### src/rtl/sparse_mvm_pkg.sv
// sparse_mvm_pkg
//   Shared types and width helpers for the sparse matrix-vector engine.
//   state_t      : engine control states
//   calc_idx_w() : index width for an N-element dimension
//   calc_acc_w() : full-precision accumulator width
package sparse_mvm_pkg;

   typedef enum logic [2:0] {
      IDLE,
      LOAD_VEC,
      LOAD_MAT,
      FLUSH,
      DRAIN
   } state_t;

   function automatic int calc_idx_w(input int n);
      return (n < 2) ? 1 : $clog2(n);
   endfunction

   // Sum of up to N*N full-scale products: 2*DW product bits plus
   // log2(N*N) growth bits.
   function automatic int calc_acc_w(input int dw, input int n);
      return 2 * dw + 2 * calc_idx_w(n);
   endfunction

endpackage

### src/rtl/sparse_mac_stage.sv
// sparse_mac_stage
//   First MAC pipeline stage: registers a signed product and the row it
//   belongs to, with a valid flag.
//   clk, rst_n : clock, synchronous active-low reset
//   en         : capture a new product this cycle
//   a, b       : signed operands (matrix value, vector element)
//   row        : destination row tag
//   vld        : product/row registers hold a live entry
//   prod       : registered signed product (2*DW)
//   prod_row   : registered row tag
module sparse_mac_stage #(
   parameter int DW    = 8,
   parameter int IDX_W = 2
) (
   input  logic                    clk,
   input  logic                    rst_n,
   input  logic                    en,
   input  logic signed [DW-1:0]    a,
   input  logic signed [DW-1:0]    b,
   input  logic [IDX_W-1:0]        row,
   output logic                    vld,
   output logic signed [2*DW-1:0]  prod,
   output logic [IDX_W-1:0]        prod_row
);

   always_ff @(posedge clk) begin
      if (!rst_n) begin
         vld      <= 1'b0;
         prod     <= '0;
         prod_row <= '0;
      end else begin
         vld <= en;
         if (en) begin
            prod     <= (2*DW)'(a) * (2*DW)'(b);
            prod_row <= row;
         end
      end
   end

endmodule

### src/rtl/sparse_mvm_engine.sv
// sparse_mvm_engine
//   y = A*x for an N x N signed matrix streamed as nonzero (row,col,value)
//   triples after a dense vector load. Results drained in index order.
//   clk, rst_n        : clock, synchronous active-low reset
//   start             : begin a job (IDLE only)
//   in_valid/in_ready : input beat handshake
//   in_vec            : 1 = vector element, 0 = matrix entry
//   in_row, in_col    : matrix coordinates / vector index
//   in_data           : signed element value
//   in_last           : last beat of the current load phase
//   out_valid/ready   : result handshake
//   out_data, out_idx : y[out_idx]
//   out_last          : final result element
//   busy              : not IDLE
//   nnz_count         : nonzero entries accumulated this/last job
//   err               : sticky protocol error, cleared on start
module sparse_mvm_engine
   import sparse_mvm_pkg::*;
#(
   parameter  int N     = 4,
   parameter  int DW    = 8,
   localparam int IDX_W = calc_idx_w(N),
   localparam int ACC_W = calc_acc_w(DW, N),
   localparam int CNT_W = 2 * IDX_W + 1
) (
   input  logic                    clk,
   input  logic                    rst_n,
   input  logic                    start,
   input  logic                    in_valid,
   output logic                    in_ready,
   input  logic                    in_vec,
   input  logic [IDX_W-1:0]        in_row,
   input  logic [IDX_W-1:0]        in_col,
   input  logic signed [DW-1:0]    in_data,
   input  logic                    in_last,
   output logic                    out_valid,
   input  logic                    out_ready,
   output logic signed [ACC_W-1:0] out_data,
   output logic [IDX_W-1:0]        out_idx,
   output logic                    out_last,
   output logic                    busy,
   output logic [CNT_W-1:0]        nnz_count,
   output logic                    err
);

   state_t state, state_nxt;

   logic signed [DW-1:0]    x       [N];
   logic signed [ACC_W-1:0] acc     [N];
   logic signed [ACC_W-1:0] acc_nxt [N];

   logic                    in_fire, out_fire, job_start;
   logic                    vec_wr, mat_en, proto_err;
   logic signed [DW-1:0]    x_sel;
   logic                    mac_vld;
   logic signed [2*DW-1:0]  mac_prod;
   logic [IDX_W-1:0]        mac_row;
   logic [IDX_W-1:0]        idx_inc;

   assign in_ready  = (state == LOAD_VEC) || (state == LOAD_MAT);
   assign busy      = (state != IDLE);
   assign in_fire   = in_valid & in_ready;
   assign out_fire  = out_valid & out_ready;
   assign job_start = (state == IDLE) && start;
   assign idx_inc   = out_idx + IDX_W'(1);

   assign vec_wr    = in_fire && (state == LOAD_VEC) && in_vec && (int'(in_col) < N);
   // Zero-valued matrix entries contribute nothing: skip the MAC and the count.
   assign mat_en    = in_fire && (state == LOAD_MAT) && !in_vec && (in_data != '0);
   assign proto_err = in_fire && (((state == LOAD_VEC) && !in_vec) ||
                                  ((state == LOAD_MAT) &&  in_vec));
   assign x_sel     = (int'(in_col) < N) ? x[in_col] : '0;

   //------------------------------------------------------------------
   // Control FSM
   //------------------------------------------------------------------
   always_ff @(posedge clk) begin
      if (!rst_n) state <= IDLE;
      else        state <= state_nxt;
   end

   always_comb begin
      state_nxt = state;
      case (state)
         IDLE:     if (start)              state_nxt = LOAD_VEC;
         LOAD_VEC: if (in_fire && in_last) state_nxt = LOAD_MAT;
         LOAD_MAT: if (in_fire && in_last) state_nxt = FLUSH;
         FLUSH:                            state_nxt = DRAIN;
         DRAIN:    if (out_fire && out_last) state_nxt = IDLE;
         default:                          state_nxt = IDLE;
      endcase
   end

   //------------------------------------------------------------------
   // MAC pipeline: stage 1 in the sub-module, stage 2 is the only
   // read-modify-write of acc, so same-row beats never need a stall.
   //------------------------------------------------------------------
   sparse_mac_stage #(.DW(DW), .IDX_W(IDX_W)) u_mac (
      .clk      (clk),
      .rst_n    (rst_n),
      .en       (mat_en),
      .a        (in_data),
      .b        (x_sel),
      .row      (in_row),
      .vld      (mac_vld),
      .prod     (mac_prod),
      .prod_row (mac_row)
   );

   always_comb begin
      for (int i = 0; i < N; i++) acc_nxt[i] = acc[i];
      if (mac_vld && (int'(mac_row) < N))
         acc_nxt[mac_row] = acc[mac_row] +
                            {{(ACC_W-2*DW){mac_prod[2*DW-1]}}, mac_prod};
   end

   always_ff @(posedge clk) begin
      if (!rst_n || job_start) begin
         for (int i = 0; i < N; i++) begin
            x[i]   <= '0;
            acc[i] <= '0;
         end
         nnz_count <= '0;
         err       <= 1'b0;
      end else begin
         if (vec_wr) x[in_col] <= in_data;
         for (int i = 0; i < N; i++) acc[i] <= acc_nxt[i];
         if (mac_vld)   nnz_count <= nnz_count + CNT_W'(1);
         if (proto_err) err       <= 1'b1;
      end
   end

   //------------------------------------------------------------------
   // Result registers. The first element is loaded from acc_nxt so the
   // final stage-2 add landing on the FLUSH edge is included.
   //------------------------------------------------------------------
   always_ff @(posedge clk) begin
      if (!rst_n) begin
         out_valid <= 1'b0;
         out_data  <= '0;
         out_idx   <= '0;
         out_last  <= 1'b0;
      end else if (state == FLUSH) begin
         out_valid <= 1'b1;
         out_idx   <= '0;
         out_data  <= acc_nxt[0];
         out_last  <= 1'b0;
      end else if ((state == DRAIN) && out_fire) begin
         if (out_last) begin
            out_valid <= 1'b0;
            out_last  <= 1'b0;
         end else begin
            out_idx  <= idx_inc;
            out_data <= acc[idx_inc];
            out_last <= (idx_inc == IDX_W'(N-1));
         end
      end
   end

endmodule

### config.mk
export PLATFORM = sky130hd
export DESIGN_NAME = sparse_mvm_engine
export DESIGN_NICKNAME = d
export VERILOG_FILES = /design/src/rtl/sparse_mvm_pkg.sv /design/src/rtl/sparse_mac_stage.sv /design/src/rtl/sparse_mvm_engine.sv
export SDC_FILE = /design/constraint.sdc
export NUM_CORES = 1
export LEC_CHECK = 0
export CELL_PAD_IN_SITES_DETAIL_PLACEMENT = 0
export CELL_PAD_IN_SITES_GLOBAL_PLACEMENT = 1
export CORE_MARGIN = 8
export CORE_UTILIZATION = 44
export DETAILED_ROUTE_END_ITERATION = 12
export PLACE_DENSITY = 0.84
export SYNTH_ARGS = -nofsm -noshare
export SYNTH_HDL_FRONTEND = slang
export SYNTH_SLANG_ARGS = --single-unit
### constraint.sdc
create_clock -name clk -period 6.54 [get_ports clk]
set_input_delay 1.308 -clock clk [delete_from_list [all_inputs] [get_ports clk]]
set_output_delay 1.308 -clock clk [all_outputs]
set_load 0.02 [all_outputs]
# After elaboration in Yosys (flattened, before gate mapping)
# Memory sizes are Yosys's and may differ from the RTL's. A register that Yosys moved wholly into a read port is not among the register bits.
# Index checks and enable logic that the tools add are counted.
# word_totals
inputBits	19
memories	2
ff_bits	52
mem_bits_rw	112
wordCells	97
out_inout_bits	32
# mem_list
name	words	width	rd	rd_clocked_by_memory_dff	write_ports	line	rtl
acc	4	20	6	1	4	sparse_mvm_engine.sv:49	logic signed [ACC_W-1:0] acc [N];
x	4	8	1	0	4	sparse_mvm_engine.sv:48	logic signed [DW-1:0] x [N];
# op_classes
addsub	3
multipliers	1
bitwise_logic	9
order_cmp	2
mux	31
eq_ne	10
reduce_logical	29
# ops
operator	n
2-to-1 mux 20 bit	8
bitwise mux 80 bit	1
2-to-1 mux 80 bit	1
demux 20 bit (select 2 bit)	1
adder 20 bit	1
multiplier 8 x 8 -> 16 bit	1
case mux 3 bit (5 select lines)	1
logical AND 1 bit	13
2-to-1 mux 3 bit	4
2-to-1 mux 1 bit	11
2-to-1 mux 8 bit	1
nonzero test 8 bit	1
OR reduction 8 bit	1
equality test 3 x 2 -> 1 bit (second input constant)	2
2-to-1 mux 2 bit	3
inequality test 2 x 1 -> 1 bit (second input constant)	3
AND reduction 2 bit	3
adder 5 x 1 -> 5 bit (second input constant)	1
inequality test 2 bit (second input constant)	2
OR 1 bit	4
AND reduction 4 bit	1
nonzero test 2 bit	2
equality test 3 x 1 -> 1 bit (second input constant)	1
equality test 3 bit (second input constant)	1
other kinds (12)	17

# Depth between registers and ports, before layout
# depth
ltp_word	10
mapped_depth	20
depth_no_buf	19

# By module
# Synthesis repeated with hierarchy kept, for this count alone.
# unflattened
hier_cells	1183
hier_area_um2	11267.1
# by_module_without_submodules
module	area_each_um2	seq_area_each_um2	n_inst	cells_per_inst
sparse_mvm_engine	7973.9	3223.1	1	829
sparse_mac_stage	3293.2	380.4	1	354

# Worst setup path after synthesis
# No wires, ideal clock.
# synth_timing
kind	input to register
from	input port in_col[0]
to	register u_mac.prod[15]
path_slack_ns	0.347
stages	18
setup_time_ns	0.074
t_arrival_ns	6.119
cell_sequence	clkbuf_1 mux4_2 and2_1 fa_1 inv_1 fa_1 inv_1 fa_1 inv_1 fa_1 inv_1 ha_1 a21o_1 a21o_1 a31oi_1 a21oi_1 or3_1 a31oi_1
# synth_via
elab_chain_cells	2
# synth_rtl
item	line	rtl
from (decl)	sparse_mvm_engine.sv:33	input logic [IDX_W-1:0] in_col,
memory read (4 x 8 bit)	n/a	
multiplier 8 x 8 -> 16 bit	sparse_mac_stage.sv:34	prod <= (2*DW)'(a) * (2*DW)'(b);
to (signal assigned)	sparse_mac_stage.sv:34	
to (decl)	sparse_mac_stage.sv:22	output logic signed [2*DW-1:0] prod,
# No other way between the ends.
# A chain may end at the register's enable or synchronous reset.

# Worst setup path after layout
# Same ends and word-level chain as after synthesis.

==> flow_metrics.py <==
metrics = {
    "timing": {
        "hold_viol": 0,
        "fin_crit_ps": 6220,
        "tns_ps": 0,
        "clock.fmax_mhz": 161,
        "rsz0062_at_grt": "no",
        "slew_headroom_pct": 14.3,
        "report.final.slew_viol_count": 0,
        "layout_worst_path_cycle_share_pct": 95.1,
        "worst_pin_slew_ps": 1270,
        "fin_worst_skew_ps": 13.7,
        "hold_ws_ps": 457,
        "setup_viol": 0,
    },
    "setup_path": {
        "max_stage_delay_ps": 600,
        "worst_r2r_startpoint": "x[3][5]$_DFFE_PP_",
        "startpoint": "in_col[0]",
        "worst-path-stages": 19,
        "r2r_slack_ps": 1530,
        "start_kind": "primary input",
        "cp.arrival_ps": 6570,
        "cp.required_ps": 6890,
        "cp-endpoint": "u_mac.prod[15]$_SDFFE_PN0P_",
        "timing.rr.end": "u_mac.prod[15]$_SDFFE_PN0P_",
        "path_buf_inv": 6,
        "reg2regPathDepth": 17,
        "critPathSlowestCell": "mux4_2",
        "path_class": "primary input to register",
        "path_cells": "clkdlybuf4s50_1 > buf_12 > mux4_2 > and2_1 > fa_1 > inv_1 > fa_1 > inv_1 > fa_1 > inv_1 > fa_1 > inv_1 > ha_1 > a21o_1 > a21o_1 > a31oi_1 > a21oi_1 > or3_1 > a31oi_1",
        "cp_max_fo": 13,
        "cp_top_family": "adder cells",
        "endpoint_kind": "register",
    },
    "placed_design": {
        "io_buffers": 50,
        "gp_congestion": 0.873,
        "placedCellCount": 1516,
        "place_area_sq_mm": 0.0121,
        "place_hpwl_um": 20400,
    },
    "floorplan": {
        "num_rows": 58,
        "io-pin-count": 51,
        "die_y_um": 175,
        "dieWidth_um": 175,
        "start_util_pct": 44.3,
        "die-area_sq_mm": 0.0305,
        "core_area_sq_mm": 0.0250,
    },
    "logic_synthesis": {
        "synthArstFlopShare_pct": 0,
        "synth-main-ff-cell": "dfxtp_1",
        "synthCells": 1160,
        "seq_area_frac_synth_pct": 32.9,
        "synth_top_area_share_pct": 24.2,
        "synth_nets": 1285,
        "synthTopCellsByCount": "dfxtp_1, inv_1, nand2_1, and2_1, nor2_1",
        "synth_warnings": 0,
        "synth_edf_count": 32,
        "ys_seq_elements": 166,
        "synth.area.top_cells": "dfxtp_1, fa_1, mux4_2",
        "synth_area_sq_mm": 0.0111,
        "syn_avg_cell_area_sq_um": 9.54,
        "synth_cell_types": 69,
        "synth_most_common_cell": "dfxtp_1",
        "synth_top_cell_by_area": "dfxtp_1",
    },
    "clock_network": {
        "htreeDepth": 4,
        "clockBufferDepth": 2,
        "cts_setup_buffers": 0,
        "cts.sinks": 166,
        "hold_buffers": 0,
        "cts.reportedPaths.clkPinSlew_ps": 80,
        "clock_latency_ps": 430,
        "numCtsBuffers": 17,
        "root_buffer": "clkbuf_16",
        "cts_tree": "built",
        "cts_resized": 0,
    },
    "global_routing": {
        "grt_max_degree": 50,
        "grt_pass1_wl_um": 47000,
        "grt_overflow": 0,
        "antenna_found_initial": 0,
        "grt_usage_pct": 19.1,
        "grt_pass1_vias": 8613,
    },
    "detailed_routing": {
        "first_pass_iters": 8,
        "drt_iter0_markers": 627,
        "viasPerCell": 5.75,
        "postRouteAntennaNets": 0,
        "drcViolationCount": 0,
        "routed_wl_um": 29200,
        "post_drt_wl_per_cell_um": 18.9,
        "vias": 8906,
    },
    "outcome": {
        "outcome": "completed",
    },
    "flow_run": {
        "drv_cap": 0,
    },
    "layout": {
        "final_area_sq_mm": 0.0127,
        "drive_gt1_share_pct": 11.6,
        "syn_to_final_growth_pct": 14.6,
        "final_cells": 1548,
        "nNetsFinal": 1330,
        "diodes": 0,
    },
    "pwr": {
        "p_per_area_mw_per_mm2": 232,
        "p_leak_nw": 4.94,
        "vdd_drop_max_mv": 0.155,
        "power_mw": 2.94,
    },
    "worst_hold_path": {
        "hold_class": "register to register",
    },
}
-- tightest hold or removal path: cells and delay by family (launching register included) --
kind / cells / cell delay [ps]
flops: 1 / 310
buf+inv: 1 / 50
compound gates: 1 / 50
-- how the worst min path moves through the flow --
| stage | start | end | slack [ps] | cells past startpoint |
|---|---|---|---|---|
| 2_1_floorplan | register | register | 440 | 2 |
| 3_5_place_dp | out_data[1]$_SDFFE_PN0P_ | out_data[1]$_SDFFE_PN0P_ | 450 | 2 |
| 5_1_grt | out_data[1]$_SDFFE_PN0P_ | out_data[1]$_SDFFE_PN0P_ | 490 | 2 |
| 4_1_cts | out_data[1]$_SDFFE_PN0P_ | out_data[1]$_SDFFE_PN0P_ | 460 | 2 |
| 6_report | out_data[1]$_SDFFE_PN0P_ | out_data[1]$_SDFFE_PN0P_ | 460 | 2 |
| 3_3_place_gp | out_data[1]$_SDFFE_PN0P_ | out_data[1]$_SDFFE_PN0P_ | 440 | 2 |
-- power breakdown --
group | switching, mW | internal, mW
logic | 0.473 | 0.390
clock network | 0.471 | 0.542
registers | 0.00880 | 1.06
-- cell families (layout without fill, tap and decap cells) --
kind of cell | Yosys count | count (layout) | synth area share, %
buffers and inverters | 163 | 221 | 5.54
adder cells (fa/ha/maj) | 106 | 106 | 15.8
multiplexers | 65 | 65 | 11.2
flip-flops | 166 | 166 | 32.9
AO/OA/AOI/OAI | 250 | 250 | 14.7
XOR/XNOR | 27 | 27 | 2.14
AND/OR/NAND/NOR | 383 | 383 | 17.8
-- routing by layer --
metal,part of all wire (%),up-vias,GRT usage (%)
met5,0,-,0
met4,1.7,0,5.86
met3,5.9,37,3.26
met2,48,269,31.8
met1,44,4355,25.1
li1,-,4245,-
-- cells in the final DEF, fill, tap and decap left out, types with 19 or more instances in the layout --
cell type and count:
a21oi_1 66, clkdlybuf4s50_1 50, nand3_1 52, ha_1 50, a211oi_1 19, nand2_1 86
dfxtp_1 133, inv_1 94, fa_1 56, edfxtp_1 32, nor2_1 77, mux4_2 47
and2_1 77, buf_4 44, o21ai_0 57
-- stage by stage --
| step | worst slack, ps | util, % |
|---|---|---|
| floorplan | 347 | - |
| global placement | 25.2 | 48.5 |
| detailed placement | -89.8 | 48.5 |
| CTS | 334 | 50.8 |
| global route | 149 | 50.8 |
| finish | 323 | 50.8 |
-- final cells by class --
type / instances / area, sq um
Tap cell: 330 / 413
Fill cell: 2307 / 12300
Sequential cell: 166 / 3640
Clock inverter: 15 / 161
Inverter: 94 / 353
Timing Repair Buffer: 95 / 851
Clock buffer: 17 / 425
Multi-Input combinational cell: 831 / 6840
(Power assumes the default switching activity.)
